File: src/rtl/sca_hdlc_pkg.sv
// Shared constants and types for the SCA e-link HDLC receiver.
package sca_hdlc_pkg;

    // Raw line patterns and FCS constants
    localparam logic [7:0]  HDLC_FLAG       = 8'h7E;
    localparam logic [15:0] CRC_POLY        = 16'h8408;
    localparam logic [15:0] CRC_RESIDUE     = 16'hF0B8;

    // Smallest frame accepted at a closing flag: two data bytes plus two FCS bytes
    localparam int          MIN_FRAME_BYTES = 4;

    // Receiver framing state
    typedef enum logic [1:0] {
        HUNT = 2'd0,
        FLAG = 2'd1,
        DATA = 2'd2
    } hdlc_state_e;

    // Meaning of one raw line bit, given the bits that preceded it
    typedef enum logic [1:0] {
        BIT_DATA  = 2'd0,
        BIT_STUFF = 2'd1,
        BIT_FLAG  = 2'd2,
        BIT_ABORT = 2'd3
    } bit_class_e;

    // hist holds the seven previous raw bits (newest in bit 0); together with
    // raw it forms the 8-bit raw history. A flag is 0111_1110 in that window,
    // an abort is the seventh 1 in a row, and a 0 after exactly five 1s is a
    // stuffed bit inserted by the transmitter.
    function automatic bit_class_e classify_bit(input logic [6:0] hist,
                                                input logic       raw);
        bit_class_e cls;
        cls = BIT_DATA;
        if ({hist, raw} == HDLC_FLAG) begin
            cls = BIT_FLAG;
        end else if (raw && (hist[5:0] == 6'h3F)) begin
            cls = BIT_ABORT;
        end else if (!raw && (hist[5:0] == 6'h1F)) begin
            cls = BIT_STUFF;
        end
        return cls;
    endfunction

endpackage

File: src/rtl/sca_hdlc_rx_crc16.sv
// Per-byte update of the reflected CRC-16/CCITT FCS (LSB-first bit order).
module sca_crc16_byte
    import sca_hdlc_pkg::*;
(
    input  logic [15:0] crc_in,
    input  logic [7:0]  byte_in,
    output logic [15:0] crc_out
);

    logic [15:0] crc_v;

    // Fold the byte in and shift out eight bits, least significant first
    always_comb begin
        crc_v = crc_in ^ {8'h00, byte_in};
        for (int i = 0; i < 8; i++) begin
            if (crc_v[0]) begin
                crc_v = (crc_v >> 1) ^ CRC_POLY;
            end else begin
                crc_v = crc_v >> 1;
            end
        end
        crc_out = crc_v;
    end

endmodule

File: src/rtl/sca_hdlc_rx.sv
// HDLC receiver for the GBT-SCA e-link: flag/abort detection, bit destuffing,
// LSB-first byte assembly, FCS check and framed byte output.
//
// Output handshake: DATA_VALID is a one-cycle pulse with no back-pressure;
// DATA_OUT, SOF, EOF and CRC_OK are meaningful only while DATA_VALID is high
// (CRC_OK only while EOF is high). ABORT is a separate one-cycle pulse that
// never coincides with DATA_VALID. Every output changes exactly one CLK after
// the BIT_EN sample that caused it.
module sca_hdlc_rx
    import sca_hdlc_pkg::*;
#(
    parameter int          MAX_LEN  = 64,
    parameter logic [15:0] CRC_INIT = 16'hFFFF
) (
    input  logic        CLK,
    input  logic        RST,
    input  logic        BIT_EN,
    input  logic        BIT_IN,
    output logic [7:0]  DATA_OUT,
    output logic        DATA_VALID,
    output logic        SOF,
    output logic        EOF,
    output logic        CRC_OK,
    output logic        ABORT,
    output hdlc_state_e STATE_DBG
);

    localparam int               CNT_W   = $clog2(MAX_LEN + 1);
    localparam logic [CNT_W-1:0] MAX_CNT = CNT_W'(MAX_LEN);
    localparam logic [CNT_W-1:0] MIN_CNT = CNT_W'(MIN_FRAME_BYTES);

    // Framing state and datapath registers
    hdlc_state_e       state_q;
    logic [6:0]        hist_q;       // previous raw bits, newest in bit 0
    logic [7:0]        shreg_q;      // byte under assembly, LSB arrives first
    logic [7:0]        hold_q;       // last completed byte, not yet emitted
    logic [2:0]        bit_cnt_q;
    logic [CNT_W-1:0]  byte_cnt_q;   // completed bytes in the current frame
    logic [15:0]       crc_q;        // FCS over all bytes emitted so far
    logic              sof_sent_q;   // current frame has already shown SOF

    // Registered outputs
    logic [7:0]        data_out_q;
    logic              data_valid_q;
    logic              sof_q;
    logic              eof_q;
    logic              crc_ok_q;
    logic              abort_q;

    // Combinational helpers
    bit_class_e        bit_cls;
    logic              is_flag;
    logic              is_abort;
    logic              is_data;
    logic [7:0]        byte_d;
    logic [15:0]       crc_d;
    logic              byte_done;
    logic              close_ok;
    logic              over_len;

    // The FCS always advances by the holding byte, which is the byte emitted next
    sca_crc16_byte u_crc (
        .crc_in  (crc_q),
        .byte_in (hold_q),
        .crc_out (crc_d)
    );

    // Classify the incoming raw bit and precompute byte/frame boundary conditions
    always_comb begin
        bit_cls   = classify_bit(hist_q, BIT_IN);
        is_flag   = (bit_cls == BIT_FLAG);
        is_abort  = (bit_cls == BIT_ABORT);
        is_data   = (bit_cls == BIT_DATA);
        byte_d    = {BIT_IN, shreg_q[7:1]};
        byte_done = (bit_cnt_q == 3'd7);
        // A closing flag contributes seven bits as data before it is recognised,
        // so an aligned frame ends with exactly seven bits pending.
        close_ok  = (bit_cnt_q == 3'd7) && (byte_cnt_q >= MIN_CNT);
        over_len  = (byte_cnt_q == MAX_CNT);
    end

    // Framing FSM, byte assembly, FCS tracking and output registers
    always_ff @(posedge CLK) begin
        if (RST) begin
            state_q      <= HUNT;
            hist_q       <= '0;
            shreg_q      <= '0;
            hold_q       <= '0;
            bit_cnt_q    <= '0;
            byte_cnt_q   <= '0;
            crc_q        <= CRC_INIT;
            sof_sent_q   <= 1'b0;
            data_out_q   <= 8'h00;
            data_valid_q <= 1'b0;
            sof_q        <= 1'b0;
            eof_q        <= 1'b0;
            crc_ok_q     <= 1'b0;
            abort_q      <= 1'b0;
        end else begin
            data_valid_q <= 1'b0;
            sof_q        <= 1'b0;
            eof_q        <= 1'b0;
            crc_ok_q     <= 1'b0;
            abort_q      <= 1'b0;

            if (BIT_EN) begin
                hist_q <= {hist_q[5:0], BIT_IN};

                if (is_abort) begin
                    // Only a frame that already showed SOF needs closing downstream
                    abort_q <= (state_q == DATA) && sof_sent_q;
                    state_q <= HUNT;
                end else begin
                    case (state_q)
                        HUNT: begin
                            if (is_flag) begin
                                state_q <= FLAG;
                            end
                        end

                        FLAG: begin
                            // A repeated flag keeps us here; the first data bit opens a frame
                            if (is_data) begin
                                state_q    <= DATA;
                                shreg_q    <= byte_d;
                                bit_cnt_q  <= 3'd1;
                                byte_cnt_q <= '0;
                                crc_q      <= CRC_INIT;
                                sof_sent_q <= 1'b0;
                            end
                        end

                        DATA: begin
                            if (is_flag) begin
                                // The closing flag also opens the next frame
                                state_q <= FLAG;
                                if (close_ok) begin
                                    data_out_q   <= hold_q;
                                    data_valid_q <= 1'b1;
                                    eof_q        <= 1'b1;
                                    crc_ok_q     <= (crc_d == CRC_RESIDUE);
                                end else begin
                                    abort_q <= sof_sent_q;
                                end
                            end else if (is_data) begin
                                shreg_q   <= byte_d;
                                bit_cnt_q <= bit_cnt_q + 3'd1;
                                if (byte_done) begin
                                    if (over_len) begin
                                        state_q <= HUNT;
                                        abort_q <= sof_sent_q;
                                    end else begin
                                        byte_cnt_q <= byte_cnt_q + CNT_W'(1);
                                        hold_q     <= byte_d;
                                        // Emitting one byte behind keeps flag bits out of the data
                                        if (byte_cnt_q != '0) begin
                                            data_out_q   <= hold_q;
                                            data_valid_q <= 1'b1;
                                            sof_q        <= !sof_sent_q;
                                            sof_sent_q   <= 1'b1;
                                            crc_q        <= crc_d;
                                        end
                                    end
                                end
                            end
                        end

                        default: begin
                            state_q <= HUNT;
                        end
                    endcase
                end
            end
        end
    end

    assign DATA_OUT   = data_out_q;
    assign DATA_VALID = data_valid_q;
    assign SOF        = sof_q;
    assign EOF        = eof_q;
    assign CRC_OK     = crc_ok_q;
    assign ABORT      = abort_q;
    assign STATE_DBG  = state_q;

endmodule
File: config.mk
export PLATFORM = sky130hd
export DESIGN_NAME = sca_hdlc_rx
export DESIGN_NICKNAME = d
export VERILOG_FILES = /design/src/rtl/sca_hdlc_pkg.sv /design/src/rtl/sca_hdlc_rx_crc16.sv /design/src/rtl/sca_hdlc_rx.sv
export SDC_FILE = /design/constraint.sdc
export NUM_CORES = 1
export LEC_CHECK = 0
export BUFFER_PORTS_ARGS = -buffer_cell sky130_fd_sc_hd__buf_4
export CORE_UTILIZATION = 45
export CTS_CLUSTER_DIAMETER = 40
export DETAILED_ROUTE_END_ITERATION = 8
export GPL_ROUTABILITY_DRIVEN = 0
export SKIP_CTS_REPAIR_TIMING = 1
export SYNTH_ARGS = -nofsm -noshare
export SYNTH_HDL_FRONTEND = slang
export SYNTH_SLANG_ARGS = --single-unit
File: constraint.sdc
create_clock -name CLK -period 3.78 [get_ports CLK]
set_input_delay 0.189 -clock CLK [delete_from_list [all_inputs] [get_ports CLK]]
set_output_delay 0.189 -clock CLK [all_outputs]
set_load 0.01 [all_outputs]
==> After elaboration in Yosys (flattened, before gate mapping) <==
Cells that the tools add are included.
{ "totals": {"word_cells": 148, "out_inout_bits": 15, "ff_bits": 65, "romBits": 0, "mem_bits_rw": 0, "latch_bits": 0, "mem_count": 0, "inputBits": 4} }
{ "op_classes": {"order_cmp": 1, "n_shift": 0, "mux": 65, "mul": 0, "n_addsub": 2, "bitwise": 18, "n_div": 0, "n_reduce_logical": 25, "eq_ne": 23} }
{ "ops": {"columns": ["cell", "n"], "rows": [
  ["2-to-1 mux 16 bit", 14],
  ["2-to-1 mux 8 bit", 8],
  ["2-to-1 mux 7 bit", 5],
  ["one-hot mux 16 bit (2 select lines)", 1],
  ["inverter 2 -> 3 bit", 8],
  ["2-to-1 mux 1 bit", 20],
  ["2-to-1 mux 2 bit", 9],
  ["equality test 16 bit (second input constant)", 1],
  ["one-hot mux 8 bit (2 select lines)", 1],
  ["AND reduction 8 bit", 2],
  ["bitwise XOR 16 x 8 -> 16 bit", 1],
  ["one-hot mux 7 bit (2 select lines)", 1],
  ["inequality test 2 bit (second input constant)", 6],
  ["inequality test 4 bit (second input constant)", 3],
  ["AND reduction 6 bit", 2],
  ["2-to-1 mux 3 bit", 3],
  ["inverter 1 bit", 9],
  ["AND reduction 9 bit", 1],
  ["OR reduction 9 bit", 1],
  ["equality test 8 x 7 -> 1 bit (second input constant)", 1],
  ["nonzero test 2 bit", 4],
  ["adder 7 x 1 -> 7 bit (second input constant)", 1],
  ["equality test 7 bit (second input constant)", 1],
  ["greater-or-equal comparator 7 x 3 -> 1 bit (second input constant)", 1],
  ["21 further kinds", 30]
]} }

==> Longest topological paths before layout <==
{ "depth": {"ltp_word": 23, "mapped_depth": 11} }

==> Modules after synthesis <==
From an unflattened synthesis, not the netlist that was laid out.
{ "hier_totals": {"hier_cells": 326, "hier_area_um2": 3289.4} }
{ "modules_own_cells": {"columns": ["mod", "area_per_inst_um2", "instances", "cells_each"], "rows": [
  ["sca_hdlc_rx", 2909.0, 1, 301],
  ["sca_crc16_byte", 380.4, 1, 25]
]} }

==> Least setup slack after synthesis <==
Ideal clock, no wire load.
{ "synth_timing": {"path_type": "reg2reg", "startpoint": "reg hist_q[3]", "endpoint": "reg crc_q[11]", "path_stages_with_launch": 10, "arrival_time_ns": 2.254, "setup_slack_ns": 1.404, "required_time_ns": 3.658, "path_cell_list": "dfxtp_1 and3_1 nand4_1 ha_1 clkbuf_1 nand2_1 nor3b_1 buf_2 o21ai_1 a221o_1"} }
{ "synth_between": {"elab_chain_len": 8, "elab_cells_between_ends": 16, "cone_classes": "8 x eq/ne; 3 x mux; 1 x bitwise; 4 x reduce/logical"} }
{ "synth_rtl": {"columns": ["item", "line", "source"], "rows": [
  ["start: declaration", "sca_hdlc_rx.sv:34", "logic [6:0] hist_q;"],
  ["start signal: assignment", "sca_hdlc_rx.sv:107", "hist_q <= {hist_q[5:0], BIT_IN};"],
  ["equality test 6 x 5 -> 1 bit", "sca_hdlc_pkg.sv:39", "end else if (!raw && (hist[5:0] == 6'h1F)) begin"],
  ["logical AND 1 bit", "sca_hdlc_pkg.sv:39", null],
  ["2-to-1 mux 1 bit", "sca_hdlc_pkg.sv:39", null],
  ["2-to-1 mux 2 bit", "sca_hdlc_pkg.sv:37", "end else if (raw && (hist[5:0] == 6'h3F)) begin"],
  ["2-to-1 mux 2 bit *", "sca_hdlc_pkg.sv:35", "if ({hist, raw} == HDLC_FLAG) begin"],
  ["equality test 2 bit (tied with other cells)", "sca_hdlc_rx.sv:71", "is_flag = (bit_cls == BIT_FLAG);"],
  ["inequality test 2 bit (no line) or inverter 1 bit (tied branches)", null, null],
  ["AND reduction 9 bit (no line) *", null, null],
  ["end signal: assignment", "sca_hdlc_rx.sv:161", "crc_q <= crc_d;"],
  ["end: declaration", "sca_hdlc_rx.sv:39", "logic [15:0] crc_q;"]
]} }
Mark *: on every way between the ends. The rest lies on a longest branch, timed or not.
A chain may end at the register's enable or synchronous reset.

==> Worst setup path after layout <==
{ "layout_timing": {"startpoint": "reg hist_q[3]", "endpoint": "reg byte_cnt_q[2]"} }
{ "layout_between": {"elab_chain_len": 8, "elab_cells_between_ends": 16, "cone_classes": "8 x eq/ne; 3 x mux; 1 x bitwise; 4 x reduce/logical"} }
{ "layout_rtl": {"columns": ["item", "line", "source"], "rows": [
  ["equality test 6 x 5 -> 1 bit", "sca_hdlc_pkg.sv:39", null],
  ["logical AND 1 bit", "sca_hdlc_pkg.sv:39", null],
  ["2-to-1 mux 1 bit", "sca_hdlc_pkg.sv:39", null],
  ["2-to-1 mux 2 bit", "sca_hdlc_pkg.sv:37", null],
  ["2-to-1 mux 2 bit *", "sca_hdlc_pkg.sv:35", null],
  ["equality test 2 bit (tied with other cells)", "sca_hdlc_rx.sv:71", null],
  ["inequality test 2 bit (no line) or inverter 1 bit (tied branches)", null, null],
  ["AND reduction 8 bit (no line) *", null, null],
  ["end signal: assignment", "sca_hdlc_rx.sv:153", "byte_cnt_q <= byte_cnt_q + CNT_W'(1);"],
  ["end: declaration", "sca_hdlc_rx.sv:38", "logic [CNT_W-1:0] byte_cnt_q;"]
]} }
Marked as above.

==> metrics <==
fmax 384 MHz; GR Util met2 0.265; reg2reg setup slack 1180 ps; register area share after synthesis 0.425; first-pass GRT wire length 10.0 mm; Final Util 0.531; Hold Path Sink hold_q[7]; clock skew 7.20 ps; Detailed Routing Iterations Pass 1 6; worst reg2reg path startpoint hist_q[3]; Finished Layout Cells 418; DP Wirelength roughly 4.1 mm; RSZ-0062 raised after global routing false; antenna-violating nets left 0; CP required 4040 ps; drt drc 2; Crit. Startpoint hist_q[3]; fill count between 600 and 700; Hold Startpoint BIT_IN; DP Area 0.00321 mm2; antenna violations before repair 0; # Max-Cap Violations 0; Power Dens Cells about 380 mW/mm2; Mapped Area roughly 0.0030 mm2; Worst Hold Class in2reg; slew margin rel. 0.514; Slew @ Worst Pin 725 ps; routed vias/inst 5.47; Rows 29; cells on worst reg2reg path 9; Synth Area per Inst 9.46 um2; Die W 83.9 um; critical path type reg2reg; Slew Limit Fails 0; Hold Path Depth 3; Most Crowded Layer GR met2; final worst path period share 0.689; Final min period between 2000 and 3000 ps; final setup margin 1180 ps; CTS buffer count 9; Reg area 0.00128 mm2; Die Area roughly 0.007 mm2; Yosys Warn Count 0; clock tree sinks 64; Post-synth EDFFs 0; FF+latch count, synth 64; post-synthesis cell count 319; Pwr Total 1.30 mW; Via Count 2285; met3 usage 0.0653; status finished with violations; io pins 19; syn_nets 334; worst hold slack around 130 ps; Max H-tree Level 3; Global Route Usage Sum 0.181; maximum clock path buffer count 2; Final Instance Area between 0.003 and 0.004 mm2; layout cells sized above 1 0.123; peak supply drop 0.220 mV; library cells used by synthesis 45; diode count 0; vias in the first global route 2062; height of the die approximately 84 um; total gr overflow 0; area delta synth->final 13.1%; CP startpoint kind flop; FF-to-FF End byte_cnt_q[2]; Final Setup Violations 0; setup TNS 0 ps; Skew-Pair Late Insertion Delay 330 ps; largest net degree at the start of global routing 50; final wirelength approximately 6 mm; multi-input logic area 0.00165 mm2; Worst Path Arrival 2870 ps; Fin. Hold Viols 0; failing checks design-rule violations; core area roughly 0.0064 mm2; starting density of the core 0.470; dpl ws roughly 1200 ps; CTS tree yes; DP Cell Count 402; met1 usage 0.252; Critical Path End Type flop; Root Buffer clkbuf_8; Initial DRC Count around 160; port buffer count 18; clk slew on worst S/H paths 70 ps; Leak 1.40 nW; Final nets ~350; Primary FF master, synth dfxtp_1; asr flop ratio synth 0; wire per inst around 14 um; crit-path max FO 13
[cells in the mapped netlist, types with 2 or more instances]
cell	n	share of area
a21oi_1	12	0.020
a221o_1	9	0.030
a31oi_1	2	0.0041
and3_1	2	0.0041
buf_2	2	0.0033
clkbuf_1	10	0.012
dfxtp_1	64	0.42
ha_1	11	0.046
inv_1	10	0.012
mux2i_1	27	0.090
nand2_1	25	0.031
nand2b_1	12	0.025
nand3_1	17	0.028
nand4_1	3	0.0062
nor2_1	37	0.046
nor3_1	6	0.010
nor4_1	4	0.0083
o2111ai_1	2	0.0058
o21a_1	2	0.0050
o21ai_0	2	0.0033
o21ai_1	2	0.0033
o22ai_1	8	0.017
o311a_1	2	0.0066
o31ai_1	2	0.0050
or4_4	2	0.0075
xnor2_1	16	0.046
xor2_1	10	0.029
[worst max path at each step]
stage	endpoint	slack, ps	cells after the start
after CTS	byte_cnt_q[2]	1130	8
after detailed placement	byte_cnt_q[2]	1170	9
final	byte_cnt_q[2]	1180	9
after global placement	byte_cnt_q[4]	1220	7
after floorplan	crc_q[11]	1400	9
after global routing	byte_cnt_q[2]	860	9
[registers in the layout, indices dropped and copies added, names as in the netlist, 2 cells and up]
register	count
bit_cnt_q	3
shreg_q	7
STATE_DBG	2
hold_q	8
byte_cnt_q	7
DATA_OUT	8
crc_q	16
hist_q	7
[layout make-up]
class                   count  area share
clock buffers              12      0.0455
multi-input cells         232       0.483
inverters                  10      0.0110
repair buffers             19      0.0418
flip-flops and latches     64       0.375
clock inverters             4      0.0154
well taps                  77      0.0282
[where the power goes]
group | total, mW | switching [mW] | internal [mW]
Clock | 0.603 | 0.263 | 0.341
Combinational | 0.0218 | 0.0148 | 0.00694
Sequential | 0.676 | 0.00100 | 0.675
Total | 1.30 | 0.278 | 1.02
[cell usage in the layout (no fill, tap or decap), drive strengths merged, types with 2 or more instances in the layout]
cell type,instances
inv,10
nand3,17
ha,11
o21ai,4
nand2,25
mux2i,27
nor2,37
nor4,5
and3,2
nand2b,12
o31ai,2
clkinvlp,3
a221o,9
buf,19
dfxtp,64
xnor2,17
clkbuf,12
a31oi,2
xor2,11
a21oi,13
or4,2
nand4,3
nor3,6
o311a,2
o22ai,8
o21a,2
o2111ai,2
[critical path, cell delays in order, from the launching register on]
cell and delay (ps):
dfxtp_1 320, and3_1 190, and4b_1 230, inv_1 80
ha_1 330, o21bai_1 190, nand4bb_1 510, nor4b_1 470
a21oi_1 70, a21oi_1 150
[logic make-up after synthesis]
family,Yosys count,synth area share
AOI/OAI and AO/OA,51,0.132
xor gates and xnor gates,29,0.0937
adders and majority gates,11,0.0456
buffers and inverters,23,0.0294
DFF,64,0.425
muxes,27,0.0896
and+or+nand+nor,114,0.185
[layer usage]
| layer | part of all wire | up-vias |
|---|---|---|
| met5 | 0 | - |
| met4 | 0.010 | 0 |
| met3 | 0.044 | 7 |
| met2 | 0.44 | 42 |
| met1 | 0.51 | 1079 |
| li1 | - | 1157 |
Note: power is estimated with default switching activity, not from simulation.
